[src/rtl/ball_motion_engine.sv]
// Multi-ball motion and game-state engine: one shared update datapath serves BALL_NUM balls
// in round-robin turns; DDA accumulators give sub-pixel speed; INIT/WAIT/PLAY/DEAD/OVER FSM with lives.
module ball_motion_engine #(
    parameter int BALL_NUM = 3,
    parameter int MAXX     = 639,
    parameter int MAXY     = 479,
    parameter int UNIT     = 1023,
    parameter int PD_SZ    = 8,
    parameter int PD_HALF  = 32,
    parameter int LIVES    = 3
) (
    input  logic                    clock,
    input  logic                    reset,
    input  logic                    enable,
    input  logic                    launch,
    input  logic [9:0]              pd_x,
    input  logic [5:0]              radius,
    input  logic [10:0]             speed_x,
    input  logic [10:0]             speed_y,
    output logic [BALL_NUM*10-1:0]  b_x,
    output logic [BALL_NUM*10-1:0]  b_y,
    output logic [BALL_NUM-1:0]     b_alive,
    output logic [2:0]              state,
    output logic [2:0]              lives,
    output logic                    drop,
    output logic                    game_over
);

    localparam logic [2:0] S_INIT = 3'd0;
    localparam logic [2:0] S_WAIT = 3'd1;
    localparam logic [2:0] S_PLAY = 3'd2;
    localparam logic [2:0] S_DEAD = 3'd3;
    localparam logic [2:0] S_OVER = 3'd4;

    localparam int          IW        = (BALL_NUM > 1) ? $clog2(BALL_NUM) : 1;
    localparam logic [10:0] MAXX_W    = 11'(MAXX);
    localparam logic [10:0] MAXY_W    = 11'(MAXY);
    localparam logic [10:0] PD_SZ_W   = 11'(PD_SZ);
    localparam logic [10:0] PD_HALF_W = 11'(PD_HALF);
    localparam logic [11:0] UNIT_W    = 12'(UNIT);

    logic [BALL_NUM-1:0] turn;
    logic [9:0]          pos_x [BALL_NUM];
    logic [9:0]          pos_y [BALL_NUM];
    logic [10:0]         acc_x [BALL_NUM];
    logic [10:0]         acc_y [BALL_NUM];
    logic [BALL_NUM-1:0] dir_x;
    logic [BALL_NUM-1:0] dir_y;
    logic [10:0]         spd_x;
    logic [10:0]         spd_y;

    logic [IW-1:0] sel;
    logic [10:0]   r_w, cur_x, cur_y, pd_w, dist_x;
    logic [9:0]    wait_y, npos_x, npos_y;
    logic          cur_dx, cur_dy, nx_dx, nx_dy, falling, upd, step_x, step_y;
    logic [11:0]   sum_x, sum_y;
    logic [10:0]   nacc_x, nacc_y;

    always_comb begin
        sel = '0;
        for (int i = 0; i < BALL_NUM; i++)
            if (turn[i]) sel = IW'(i);
    end

    // Datapath for the ball whose turn it is; all comparisons widened to 11 bits so nothing wraps.
    always_comb begin
        r_w    = {5'd0, radius};
        cur_x  = {1'b0, pos_x[sel]};
        cur_y  = {1'b0, pos_y[sel]};
        pd_w   = {1'b0, pd_x};
        dist_x = (cur_x >= pd_w) ? cur_x - pd_w : pd_w - cur_x;
        cur_dx = dir_x[sel];
        cur_dy = dir_y[sel];

        nx_dx = cur_dx;
        if (cur_dx && cur_x <= r_w)
            nx_dx = 1'b0;
        else if (!cur_dx && cur_x + r_w >= MAXX_W)
            nx_dx = 1'b1;

        nx_dy = cur_dy;
        if (cur_dy && cur_y <= r_w)
            nx_dy = 1'b0;
        else if (!cur_dy && cur_y + r_w >= MAXY_W - PD_SZ_W && cur_y + r_w <= MAXY_W
                 && dist_x <= PD_HALF_W)
            nx_dy = 1'b1;

        sum_x  = {1'b0, acc_x[sel]} + {1'b0, spd_x};
        sum_y  = {1'b0, acc_y[sel]} + {1'b0, spd_y};
        step_x = sum_x >= UNIT_W;
        step_y = sum_y >= UNIT_W;
        nacc_x = step_x ? 11'(sum_x - UNIT_W) : sum_x[10:0];
        nacc_y = step_y ? 11'(sum_y - UNIT_W) : sum_y[10:0];

        npos_x = pos_x[sel];
        if (step_x) npos_x = nx_dx ? pos_x[sel] - 10'd1 : pos_x[sel] + 10'd1;
        npos_y = pos_y[sel];
        if (step_y) npos_y = nx_dy ? pos_y[sel] - 10'd1 : pos_y[sel] + 10'd1;

        falling = cur_y > MAXY_W + r_w;
        wait_y  = 10'(MAXY_W - r_w - PD_SZ_W);
        upd     = enable && (state == S_PLAY) && b_alive[sel];
    end

    always_ff @(posedge clock) begin
        if (reset) begin
            state   <= S_INIT;
            lives   <= 3'd0;
            turn    <= BALL_NUM'(1);
            b_alive <= '0;
            drop    <= 1'b0;
            dir_x   <= '0;
            dir_y   <= '0;
            spd_x   <= '0;
            spd_y   <= '0;
            for (int i = 0; i < BALL_NUM; i++) begin
                pos_x[i] <= 10'(MAXX / 2);
                pos_y[i] <= 10'(MAXY / 2);
                acc_x[i] <= '0;
                acc_y[i] <= '0;
            end
        end else begin
            drop <= 1'b0;
            if (enable) turn <= {turn[BALL_NUM-2:0], turn[BALL_NUM-1]};

            case (state)
                S_INIT: begin
                    lives <= 3'(LIVES);
                    state <= S_WAIT;
                end
                S_WAIT: begin
                    // Balls ride on the paddle until launch; odd balls start leftward.
                    for (int i = 0; i < BALL_NUM; i++) begin
                        pos_x[i] <= pd_x;
                        pos_y[i] <= wait_y;
                        dir_y[i] <= 1'b1;
                        dir_x[i] <= ((i % 2) == 1);
                        acc_x[i] <= '0;
                        acc_y[i] <= '0;
                    end
                    if (launch) begin
                        spd_x   <= speed_x;
                        spd_y   <= speed_y;
                        b_alive <= '1;
                        state   <= S_PLAY;
                    end
                end
                S_PLAY: begin
                    if (b_alive == '0) state <= S_DEAD;
                    if (upd) begin
                        if (falling) begin
                            b_alive[sel] <= 1'b0;
                            drop         <= 1'b1;
                        end else begin
                            dir_x[sel] <= nx_dx;
                            dir_y[sel] <= nx_dy;
                            acc_x[sel] <= nacc_x;
                            acc_y[sel] <= nacc_y;
                            pos_x[sel] <= npos_x;
                            pos_y[sel] <= npos_y;
                        end
                    end
                end
                S_DEAD: begin
                    lives <= lives - 3'd1;
                    state <= (lives == 3'd1) ? S_OVER : S_WAIT;
                end
                S_OVER: begin
                    if (launch) state <= S_INIT;
                end
                default: state <= S_INIT;
            endcase
        end
    end

    for (genvar g = 0; g < BALL_NUM; g++) begin : g_flat
        assign b_x[g*10 +: 10] = pos_x[g];
        assign b_y[g*10 +: 10] = pos_y[g];
    end

    assign game_over = (state == S_OVER);

endmodule

[config.mk]
export PLATFORM = sky130hd
export DESIGN_NAME = ball_motion_engine
export DESIGN_NICKNAME = d
export VERILOG_FILES = /design/src/rtl/ball_motion_engine.sv
export SDC_FILE = /design/constraint.sdc
export NUM_CORES = 1
export LEC_CHECK = 0
export CAP_MARGIN = 5
export CORE_MARGIN = 1.5
export CORE_UTILIZATION = 25
export DETAILED_ROUTE_END_ITERATION = 16
export GPL_ROUTABILITY_DRIVEN = 0
export PLACE_DENSITY = 0.45
export SLEW_MARGIN = 20
export SYNTH_ARGS = -nofsm -noshare
export SYNTH_HDL_FRONTEND = slang
export SYNTH_SLANG_ARGS = --single-unit
export TNS_END_PERCENT = 1
[constraint.sdc]
create_clock -name clock -period 9.83 [get_ports clock]
set_input_delay 1.966 -clock clock [delete_from_list [all_inputs] [get_ports clock]]
set_output_delay 1.966 -clock clock [all_outputs]
set_load 0.005 [all_outputs]
**Word-level counts from Yosys, hierarchy flattened**

Memory sizes are Yosys's and may differ from the RTL's.
Index checks and enable logic that the tools add are counted.

- $add $sub $neg: 16
- $mul: 0
- Div/mod/pow operators: 0
- Order comparisons: 12
- Equal/unequal tests: 11
- Shift-type cells: 0
- Mux-type cells: 74
- Bitwise operators: 16
- Reduce and logical (&&, ||, !) cells: 24

Operators with widths:

| kind | number |
|---|---|
| $mux W11 | 11 |
| $mux W10 | 12 |
| $mux W3 | 11 |
| $add A11 B11 Y12 | 2 |
| $ge A12 B10 Y1 const B | 2 |
| $mux W1 | 24 |
| $pmux W3 S2 | 4 |
| $add A10 B6 Y11 | 2 |
| $reduce_or A11 Y1 | 2 |
| $sub A10 B10 Y11 | 2 |
| $sub A11 B10 Y11 const B | 2 |
| $add A10 B1 Y10 const B | 2 |
| $le A10 B6 Y1 | 2 |
| $reduce_or A10 Y1 | 2 |
| $sub A10 B1 Y10 const B | 2 |
| $pmux W3 S5 | 1 |
| $or A1 B1 Y1 | 12 |
| $ge A11 B10 Y1 const B | 1 |
| $ge A11 B9 Y1 const B | 1 |
| $le A11 B6 Y1 const B | 1 |
| $le A11 B9 Y1 const B | 1 |
| $add A9 B6 Y10 const A | 1 |
| $ge A10 B10 Y1 | 1 |
| $gt A10 B10 Y1 | 1 |
| 25 further kinds | 51 |

- Register bits after elaboration: 41
- Bits in latches: 0
- Memory bits (writable): 126
- Memory bits (read-only): 0
- Input port bits: 42
- Word-level logic and storage cells: 166
- Memories: 4

Memories:

| name | words | width | rd ports | clocked after memory_dff | write ports | RTL line | text |
|---|---|---|---|---|---|---|---|
| acc_x | 3 | 11 | 1 | 0 | 3 | 45 | `logic [10:0] acc_x [BALL_NUM];` |
| acc_y | 3 | 11 | 1 | 0 | 3 | 46 | `logic [10:0] acc_y [BALL_NUM];` |
| pos_x | 3 | 10 | 4 | 0 | 3 | 43 | `logic [9:0] pos_x [BALL_NUM];` |
| pos_y | 3 | 10 | 4 | 0 | 3 | 44 | `logic [9:0] pos_y [BALL_NUM];` |

**Longest topological paths before layout**

Gate-level depths: netlist of the first run.

- Depth after elaboration: 14
- Mapped depth: 27

**Worst setup path after synthesis of the first run**

Ideal clock, no wire load.

- Path kind: input to register
- Start: input port pd_x[8]
- End: memory pos_y[1][9] (data pin)
- Arrival time: 5.775 ns
- Required time: 9.564 ns
- Setup slack: 3.789 ns
- Stages: 21
- Buffers on the path: 1
- Path through: inv_1 > ha_1 > buf_4 > nand3_4 > nor4_4 > nor2_2 > and4_4 > or4_1 > a21oi_1 > o2111ai_1 > a21oi_4 > ha_1 > a21o_1 > a21oi_1 > o21ai_0 > a31oi_1 > o21ai_0 > nand2b_1 > mux2i_1 > xnor2_1 > nor2_1

RTL lines:

| what | RTL line | text |
|---|---|---|
| from (decl) | 16 | `input logic [9:0] pd_x,` |
| to (decl) | 44 |  |

==> summary.txt, run 1 <==
Die H - 220 um
Tmin final - 6.95 ns
largest net degree at the start of global routing - 58
setup TNS - 0 ns
Residual DRC - 0
starting density of the core - 0.253
Post-synth top flop - edfxtp_1
Port-buffer cells - 112
CTS Buf Count - 17
number of core rows - 79
Syn Nets - 1,447
Synth Area per Inst - 9.08 sq um
pre-CTS WS - 2.45 ns
Die ar. - 48,400 sq um
drt initial violations - 689
post-route cell area - 14,100 sq um
Via density - 4.87
initial antenna violation count - 0
worst r2r path cells - 22
postcts setup bufs - 0
I/O pin cnt - 113
clock buffer depth - 2
share of the synthesized area in the top cell type - 0.321
sequential area share after synthesis - 0.391
Worst Skew - 0.0120 ns
status - complete, no violations
Critical Path, Cell by Cell - clkdlybuf4s50_1 > inv_1 > ha_1 > a21o_4 > nand2_1 > o21a_1 > a31oi_1 > or4_1 > a21oi_1 > o2111ai_1 > a21oi_4 > ha_1 > a21o_1 > a21oi_1 > o21ai_0 > a31oi_1 > o21ai_0 > nand2b_1 > mux2i_1 > xnor2_1 > nor2_1
largest area contributor in the netlist - edfxtp_1
Setup crit end kind - register
Async SR Flop Fraction - 0
FMAX - 144 MHz
hold path depth - 2
worst setup margin - 2.88 ns
Synth cell types - 82
total wire length - 35,900 um
placed wire-length estimate - 26,500 um
Warnings, synthesis - 0
remaining antenna violation count after routing - 0
clk sinks - 167
Pleak - 0.00530 uW
Worst Hold Slack - 0.463 ns
Worst EP arrival - 7.11 ns
max_slew headroom - 0.231
Global Route Usage Sum - 0.150
CP Data Required Time - 9.99 ns
via count - 9,783
first-pass GRT wire length - 55,400 um
Net count, final - 1,541
Reg2Reg Setup Slack - 3.17 ns
First-pass DRT Iterations - 5
clk slew on worst S/H paths - 0.07 ns
Reg-to-Reg End - pos_y[2][9]
Crit Path Class - input port to register
Power Dens Cells - 154 nW/um^2
grt ovf - 0
Hold Path End - spd_y[4]
Mapped Area - 11,800 sq um
Final Hold Fails - 0
CTS Root Buffer Type - clkbuf_16
unrepaired setup endpoints after global routing - false
Core ar. - 46,500 sq um
CTS tree - built
most common cell in the netlist - nand2_1
number of H-tree levels - 4
n_diodes - 0
post-synthesis register bit count - 167
Syn-to-layout area delta - 19.8%
Final period util - 0.707
worst hold-check path type - register to register
Finish-stage setup viols - 0
cell count after synthesis - 1,296
Critical R2R Launch - turn[1]
crit path launch type - input port
share of cells above drive strength 1 - 0.0571
CP Max Fanout - 11
worst-skew pair later-pin latency - 0.44 ns
Max IR drop VDD - 125 uV
hold_sp - spd_y[4]
Slew Limit Fails - 0
Post-synth top cells - nand2_1 (164), nor2_1 (137), edfxtp_1 (126), a21oi_1 (124), ha_1 (103)
Slew @ Worst Pin - 1.15 ns
vias in the first global route - 9,362
Post-CTS Hold Buffers - 0
final core occ - 0.303
Die X - 220 um
Critical-path top delay cell - clkdlybuf4s50_1
area post-placement - 13,600 sq um
number of enable flip-flop cells after synthesis - 126
drt wl/cell - 17.9 um
CP peak stage delay - 0.55 ns
# resized after CTS - 0
max_cap viols - 0
Area contributors post-synth - edfxtp_1 (32%), ha_1 (11%), dfxtp_1 (7.0%), a21oi_1 (5.3%), nand2_1 (5.2%)
## worst max path at each step
stage	slack [ns]	start	end	depth (start not counted)
3_5_place_dp	2.45	pd_x[8]	pos_y[2][9]	21
4_1_cts	2.91	pd_x[8]	pos_y[2][9]	21
3_3_place_gp	2.31	radius[1]	pos_y[2][4]	14
6_report	2.88	pd_x[8]	pos_y[2][9]	21
5_1_grt	2.43	pd_x[8]	pos_y[2][9]	21
2_1_floorplan	3.79	pd_x[8]	pos_y[1][9]	21
## report_power, final
part,internal [uW],switching (uW)
logic,288,428
clock network,320,295
registers,808,33.7
total,1420,757
## metrics by stage
step,total power (uW),instances
3_5_place_dp,1570,1978
3_3_place_gp,1570,1978
6_report,2170,2009
4_1_cts,2190,2009
5_1_grt,2300,2009
2_1_floorplan,1350,1296
## layout by cell type (no fill, tap or decap), types with 9 or more instances in the layout
| cell type | instances |
|---|---|
| xor2_1 | 26 |
| nor3_1 | 16 |
| o21ai_1 | 9 |
| nor2_1 | 137 |
| a21o_1 | 18 |
| buf_4 | 20 |
| clkdlybuf4s50_1 | 111 |
| nand2_1 | 160 |
| nand2b_1 | 15 |
| nor2b_1 | 17 |
| nand4_1 | 11 |
| a21oi_1 | 124 |
| clkbuf_16 | 17 |
| xnor2_1 | 39 |
| a31oi_1 | 15 |
| edfxtp_1 | 126 |
| ha_1 | 103 |
| nand3_1 | 14 |
| o21a_1 | 15 |
| dfxtp_1 | 39 |
| o21ai_0 | 81 |
| inv_1 | 65 |
| mux2i_1 | 54 |
## sequential cells by signal, summed over array words and instances, names as in the netlist, 3 cells and up
signal / count
acc_x: 33
spd_x: 11
dir_y: 3
state: 3
spd_y: 11
acc_y: 33
dir_x: 3
pos_x: 30
turn: 3
b_alive: 3
lives: 3
pos_y: 30
## cell type report
type / count / area [sq um]
clock buffers: 19 / 433
clock inverters: 12 / 80.1
fillers: 4899 / 32400
inverters: 67 / 251
multi-input cells: 1005 / 6690
flip-flops and latches: 167 / 4610
well taps: 607 / 759
repair buffers: 132 / 1270
## worst max-delay path, delay by kind of cell
family | cells | cell delay, ns
mux | 1 | 0.20
fa+ha+maj | 2 | 0.76
simple gates | 4 | 0.79
xor+xnor | 1 | 0.19
buf+inv | 2 | 0.61
compound gates | 11 | 2.56
## kinds of logic after synthesis
family | share of synthesized area
and+or+nand+nor | 0.169
AOI/OAI and AO/OA | 0.178
DFF | 0.391
buffers and inverters | 0.0423
adders and majority gates | 0.120
xor gates and xnor gates | 0.0484
muxes | 0.0520
## per-layer routing
| metal | vias up | global-route usage | part of all wire |
|---|---|---|---|
| met5 | - | 0 | 0 |
| met4 | 0 | 0.0313 | 0.0096 |
| met3 | 20 | 0.0200 | 0.044 |
| met2 | 273 | 0.244 | 0.46 |
| met1 | 4661 | 0.210 | 0.49 |
| li1 | 4829 | - | - |
Power figures use the tool's default switching activity.
==> run 2, diff against run 1 <==
==> constraint.sdc (replaced) <==
create_clock -name clock -period 7.19 [get_ports clock]
set_input_delay 1.438 -clock clock [delete_from_list [all_inputs] [get_ports clock]]
set_output_delay 1.438 -clock clock [all_outputs]
set_load 0.005 [all_outputs]
==> run 2 against run 1 <==
Count of clock-buffer cells in the layout up 3. Die area unchanged. Core utilization up 0.46 points. Total power increased by 43%. Register-to-register slack lost 2.2 ns. Critical endpoint is now pos_y[0][9]. Largest power group unchanged. Highest routed layer unchanged.
==> summary.txt, run 2 (synthesis gave the netlist of run 1 again) <==
Slew @ Worst Pin - 0.827 ns (was 1.15 ns)
placed wire-length estimate - 26,700 um (was 26,500 um)
area of the multi-input gates - 6680 sq um (was 6690 sq um)
post-route cell area - 14,300 sq um (was 14,100 sq um)
CTS tree - built (unchanged)
Residual DRC - 0 (unchanged)
worst-skew pair later-pin latency - 0.46 ns (was 0.44 ns)
n_diodes - 0 (unchanged)
starting density of the core - 0.253 (unchanged)
max_slew headroom - 0.443 (was 0.231)
Syn-to-layout area delta - 21.6% (was 19.8%)
worst hold-check path type - register to register (unchanged)
number of H-tree levels - 4 (unchanged)
drt wl/cell - 18.1 um (was 17.9 um)
Max IR drop VDD - 123 uV (was 125 uV)
Final Hold Fails - 0 (unchanged)
Power Dens Cells - 217 nW/um^2 (was 154 nW/um^2)
pre-CTS WS - 0.635 ns (was 2.45 ns)
Final period util - 0.867
Post-CTS Hold Buffers - 0 (unchanged)
First-pass DRT Iterations - 5 (unchanged)
commonest cells after routing, fill and taps aside - nand2_1 (161), nor2_1 (137), edfxtp_1 (126) (was nand2_1 (160), nor2_1 (137), edfxtp_1 (126))
Port-buffer cells - 112 (unchanged)
Crit Path Class - register to register (was input port to register)
status - complete, no violations (unchanged)
largest registers - acc_x: 33 flops, acc_y: 33 flops (unchanged)
final core occ - 0.308 (was 0.303)
Worst EP arrival - 6.43 ns (was 7.11 ns)
max_cap viols - 0 (unchanged)
CTS Root Buffer Type - clkbuf_16 (unchanged)
Fill cells - 4,893 (was 4,899)
Finish-stage setup viols - 0 (unchanged)
Pleak - 0.00545 uW (was 0.00530 uW)
Setup crit end kind - register (unchanged)
CP Max Fanout - 18 (was 11)
first-pass GRT wire length - 56,800 um (was 55,400 um)
Die ar. - 48,400 sq um (unchanged)
Die H - 220 um (unchanged)
remaining antenna violation count after routing - 0 (unchanged)
largest net degree at the start of global routing - 63 (was 58)
Slew Limit Fails - 0 (unchanged)
Worst Skew - 0.0263 ns (was 0.0120 ns)
via count - 9,762 (was 9,783)
clk sinks - 167 (unchanged)
FMAX - 160 MHz
worst setup margin - 0.953 ns (was 2.88 ns)
commonest non-fill, non-tap cell in the layout - nand2_1 (unchanged)
Via density - 4.82 (was 4.87)
setup TNS - 0 ns (unchanged)
Tmin final - 6.24 ns
register area - 4610 sq um (unchanged)
CTS Buf Count - 17 (unchanged)
# resized after CTS - 0 (unchanged)
Global Route Usage Sum - 0.155 (was 0.150)
vias in the first global route - 9,610 (was 9,362)
Worst Hold Slack - 0.463 ns (about the same)
drt initial violations - 639 (was 689)
crit path launch type - register (was input port)
area post-placement - 13,700 sq um (was 13,600 sq um)
Core ar. - 46,500 sq um (unchanged)
number of core rows - 79 (unchanged)
grt ovf - 0 (unchanged)
Net count, final - 1,556 (was 1,541)
CP Data Required Time - 7.38 ns (was 9.99 ns)
share of cells above drive strength 1 - 0.0691 (was 0.0571)
I/O pin cnt - 113 (unchanged)
clock buffer depth - 2 (unchanged)
clk slew on worst S/H paths - 0.07 ns (about the same)
postcts setup bufs - 0 (unchanged)
initial antenna violation count - 0 (unchanged)
unrepaired setup endpoints after global routing - false (unchanged)
total wire length - 36,700 um (was 35,900 um)
Die X - 220 um (unchanged)
-- run 2: layout make-up --
type / instances / share of cell area
inverter: 67 / 0.0176
clock inverter: 10 / 0.00822
sequential: 167 / 0.322
timing repair buffer: 147 / 0.0981
multi-input combinational: 1005 / 0.467
tap: 607 / 0.0531
clock buffer: 22 / 0.0338
-- run 2: metrics by stage --
stage	std cells	power, uW
floorplan	1296	1850
global placement	1993	2160
detailed placement	1993	2160
CTS	2025	3140
global route	2025	3290
finish	2025	3110
-- run 2: worst max-delay path: stages (launching register included) --
cell and delay (ns):
dfxtp_4 0.60, mux2i_1 0.23, nor2_1 0.05, a21oi_1 0.51
inv_1 0.22, ha_1 0.52, nand3_4 0.15, o21ai_0 0.57
nor3_2 0.19, or3_1 0.35, a211oi_1 0.24, o2111ai_1 0.19
a21oi_4 0.31, ha_1 0.29, a21o_1 0.15, a21oi_1 0.21
o21ai_0 0.19, a31oi_1 0.28, o21ai_0 0.15, nand2b_1 0.15
mux2i_1 0.17, xnor2_1 0.18, nor2_1 0.06
-- run 2: path summary, 6_finish.rpt --
path / from / end / slack, ns / depth (start not counted)
min reg2reg: spd_y[4] / spd_y[4] / 0.46 / 2
max: turn[1] / pos_y[0][9] / 0.95 / 22
max reg2reg: turn[1] / pos_y[0][9] / 0.95 / 22
min: spd_y[4] / spd_y[4] / 0.46 / 2
-- run 2: report_power, final --
group	switching, uW	internal, uW	total, uW
registers	41.1	1100	1140
clock network	415	550	965
logic	593	403	997
-- run 2: layer usage --
| layer | share of wire | vias to the layer above | global-route usage | wire length (um) |
|---|---|---|---|---|
| li1 | - | 4852 | - | - |
| met5 | 0 | - | 0 | 0 |
| met1 | 0.50 | 4677 | 0.219 | 18200 |
| met2 | 0.45 | 210 | 0.246 | 16500 |
| met4 | 0.015 | 0 | 0.0451 | 552 |
| met3 | 0.038 | 23 | 0.0197 | 1400 |
==> run 3, diff against run 2 <==
--- a/config.mk
+++ b/config.mk
@@ -10,7 +10,7 @@
 export CORE_UTILIZATION = 25
 export DETAILED_ROUTE_END_ITERATION = 16
 export GPL_ROUTABILITY_DRIVEN = 0
-export PLACE_DENSITY = 0.45
+export PLACE_DENSITY = 0.47
 export SLEW_MARGIN = 20
 export SYNTH_ARGS = -nofsm -noshare
 export SYNTH_HDL_FRONTEND = slang
==> constraint.sdc (replaced) <==
create_clock -name clock -period 5.3 [get_ports clock]
set_input_delay 1.06 -clock clock [delete_from_list [all_inputs] [get_ports clock]]
set_output_delay 1.06 -clock clock [all_outputs]
set_load 0.005 [all_outputs]
==> run 3 against run 2 <==
Global-route usage rose by 0.66 points. Register-to-register slack got worse by 0.79 ns. Sequential share of layout area fell by 3.4 points. Count of clock-buffer cells in the layout fell by 5. Sequential cell count did not move. Wire length rose by 5.6%. Highest routed layer unchanged. Cell area rose by 12%. First-iteration DRC count rose by 0.63%. Largest power group is now combinational cells. Sequential power rose by 36%. Critical path depth fell by 1. Combinational power rose by 77%.
==> summary.txt, run 3 (synthesis gave the netlist of run 1 again) <==
Power Dens Cells - 284 nW/um^2 (was 217 nW/um^2)
Port-buffer cells - 112 (unchanged)
Die H - 220 um (unchanged)
Slew Limit Fails - 0 (unchanged)
Worst Skew - 0.0119 ns (was 0.0263 ns)
switching pwr - 1570 uW (was 1050 uW)
grt ovf - 0 (unchanged)
vias in the first global route - 10,300 (was 9,610)
Final Hold Fails - 0 (unchanged)
pre-CTS WS - -0.643 ns (was 0.635 ns)
Crit Path Class - input port to register (was register to register)
combinational group share of total power - 0.388 (was 0.321)
first-pass GRT wire length - 59,300 um (was 56,800 um)
Critical R2R Launch - turn[1] (unchanged)
final core occ - 0.344 (was 0.308)
placed wire-length estimate - 29,000 um (was 26,700 um)
share of cells above drive strength 1 - 0.203 (was 0.0691)
CP Max Fanout - 7 (was 18)
largest registers - acc_x: 33 flops, acc_y: 33 flops (unchanged)
Syn-to-layout area delta - 36.0% (was 21.6%)
largest net degree at the start of global routing - 47 (was 63)
clk slew on worst S/H paths - 0.07 ns (about the same)
Sw Ratio - 0.346 (was 0.338)
CTS Root Buffer Type - clkbuf_16 (unchanged)
Critical Path, Cell by Cell - clkdlybuf4s50_1 > inv_1 > ha_4 > nand3_4 > nor4_4 > or2_4 > nor3_4 > or3_1 > a211oi_2 > o2111ai_4 > a21oi_4 > buf_6 > buf_4 > ha_1 > a21o_1 > a31oi_4 > o21ai_1 > nand2b_1 > mux2i_1 > xnor2_1 > nor2_1 (was mux2i_1 > nor2_1 > a21oi_1 > inv_1 > ha_1 > nand3_4 > o21ai_0 > nor3_2 > or3_1 > a211oi_1 > o2111ai_1 > a21oi_4 > ha_1 > a21o_1 > a21oi_1 > o21ai_0 > a31oi_1 > o21ai_0 > nand2b_1 > mux2i_1 > xnor2_1 > nor2_1)
commonest cells after routing, fill and taps aside - buf_4 (179), nand2_1 (160), nor2_1 (135) (was nand2_1 (161), nor2_1 (137), edfxtp_1 (126))
worst setup margin - 0.119 ns (was 0.953 ns)
worst-skew pair later-pin latency - 0.46 ns (about the same)
Post-CTS Hold Buffers - 0 (unchanged)
Core ar. - 46,500 sq um (unchanged)
Final period util - 0.977
hold_sp - spd_y[2] (was spd_y[4])
worst r2r path cells - 23 (was 22)
hold path depth - 2 (unchanged)
Internal - 2970 uW (was 2060 uW)
sequential power share - 0.340 (was 0.368)
CTS tree - built (unchanged)
max_slew headroom - 0.260 (was 0.443)
Worst EP arrival - 5.38 ns (was 6.43 ns)
delay-heaviest family, CP - simple AND/OR/NAND/NOR gates (was compound AO/OA/AOI/OAI gates)
total power - 4550 uW (was 3110 uW)
FMAX - 193 MHz
n_diodes - 0 (unchanged)
status - complete, no violations (unchanged)
Die ar. - 48,400 sq um (unchanged)
drt wl/cell - 17.8 um (was 18.1 um)
Pleak - 0.00629 uW (was 0.00545 uW)
CP Data Required Time - 5.50 ns (was 7.38 ns)
remaining antenna violation count after routing - 0 (unchanged)
Tmin final - 5.18 ns
commonest non-fill, non-tap cell in the layout - buf_4 (was nand2_1)
buffer and inverter count on the worst path - 4 (was 1)
Critical-path top delay cell - clkdlybuf4s50_1 (was dfxtp_4)
unrepaired setup endpoints after global routing - true (was false)
Net count, final - 1,711 (was 1,556)
initial antenna violation count - 0 (unchanged)
via count - 10,400 (was 9,762)
worst hold-check path type - register to register (unchanged)
Setup crit end kind - register (unchanged)
CTS Buf Count - 17 (unchanged)
Residual DRC - 0 (unchanged)
share of total power in the clock network - 0.272 (was 0.311)
Global Route Usage Sum - 0.162 (was 0.155)
number of core rows - 79 (unchanged)
Max IR drop VDD - 214 uV (was 123 uV)
max_cap viols - 0 (unchanged)
CP peak stage delay - 0.48 ns (was 0.60 ns)
Via density - 4.78 (was 4.82)
crit path launch type - input port (was register)
Fill cells - 4,836 (was 4,893)
clock buffer depth - 2 (unchanged)
Hold Path End - spd_y[2] (was spd_y[4])
drt initial violations - 643 (was 639)
clk sinks - 167 (unchanged)
Die X - 220 um (unchanged)
number of H-tree levels - 4 (unchanged)
Reg2Reg Setup Slack - 0.16 ns (was 0.95 ns)
starting density of the core - 0.253 (unchanged)
Worst Hold Slack - 0.463 ns (about the same)
First-pass DRT Iterations - 5 (unchanged)
total wire length - 38,700 um (was 36,700 um)
Reg-to-Reg End - pos_y[0][9] (unchanged)
I/O pin cnt - 113 (unchanged)
Finish-stage setup viols - 0 (unchanged)
Slew @ Worst Pin - 1.11 ns (was 0.827 ns)
## run 3: changes by cell type in the layout (fill, tap and decap cells not counted), moves of 7 or more
cell,previous run,this run
ha_1,103,89
a21oi_2,1,13
ha_4,0,12
o21ai_1,8,16
o21ai_0,82,65
a21oi_1,124,112
buf_4,33,179
o21ai_2,1,8
## run 3: per-layer routing
| metal | up-vias | track usage | routed length [um] |
|---|---|---|---|
| met5 | - | 0 | 0 |
| met4 | 0 | 0.0560 | 932 |
| met3 | 46 | 0.0288 | 1610 |
| met2 | 222 | 0.254 | 17500 |
| met1 | 4982 | 0.222 | 18700 |
| li1 | 5167 | - | - |
## run 3: worst max path at each step
stage / endpoint / from / cells past startpoint
after global routing: pos_y[0][8] / pd_x[9] / 22
after detailed placement: pos_y[0][9] / pd_x[8] / 23
after CTS: pos_y[0][8] / turn[1] / 25
final: pos_y[0][9] / pd_x[4] / 21
after floorplan: pos_y[2][9] / turn[1] / 25
after global placement: pos_y[0][9] / pd_x[4] / 22
## run 3: layout make-up
| type | count | area, sq um | share of cell area |
|---|---|---|---|
| Tap cell | 607 | 759 | 0.0475 |
| Multi-Input combinational cell | 1005 | 7160 | 0.447 |
| Inverter | 67 | 251 | 0.0157 |
| Clock inverter | 15 | 150 | 0.00938 |
| Sequential cell | 167 | 4610 | 0.288 |
| Timing Repair Buffer | 302 | 2650 | 0.165 |
| Clock buffer | 17 | 425 | 0.0266 |
## run 3: power groups by stage
stage	clock (uW)	combinational, uW	sequential, uW
3_5_place_dp	0	1600	1580
4_1_cts	1270	1640	1550
6_report	1230	1760	1550
3_3_place_gp	0	1600	1580
5_1_grt	1310	1940	1560
2_1_floorplan	0	948	1560
## run 3: through the flow
step / std cells / setup TNS [ns] / instance area (sq um)
global route: 2180 / -0.548 / 16000
global placement: 2132 / -10.56 / 14800
finish: 2180 / 0 / 16000
detailed placement: 2132 / -13.20 / 14800
CTS: 2171 / 0 / 15500
floorplan: 1296 / 0 / 11800
## run 3: worst register-to-register path, stage by stage, from the launching register on
cell and delay (ns):
dfxtp_4 0.38, buf_12 0.12, mux2_4 0.31, mux2i_4 0.28, inv_2 0.13, ha_4 0.31
nand2_2 0.07, nor4_4 0.26, or2_4 0.24, nor3_4 0.08, or3_1 0.33, a211oi_2 0.28
o2111ai_4 0.19, a21oi_4 0.30, buf_6 0.17, buf_4 0.11, ha_1 0.26, a21o_1 0.21
a31oi_4 0.16, o21ai_1 0.10, nand2b_1 0.15, mux2i_1 0.19, xnor2_1 0.20, nor2_1 0.07
## run 3: what timing repair did
item                                    CTS  global route
pin swaps                                 3            43
endpoints found under the setup margin   12            31
gates resized for setup                  16            89
buffers inserted                          7            11
endpoints found under the hold margin     0             0
gates cloned                              0             0
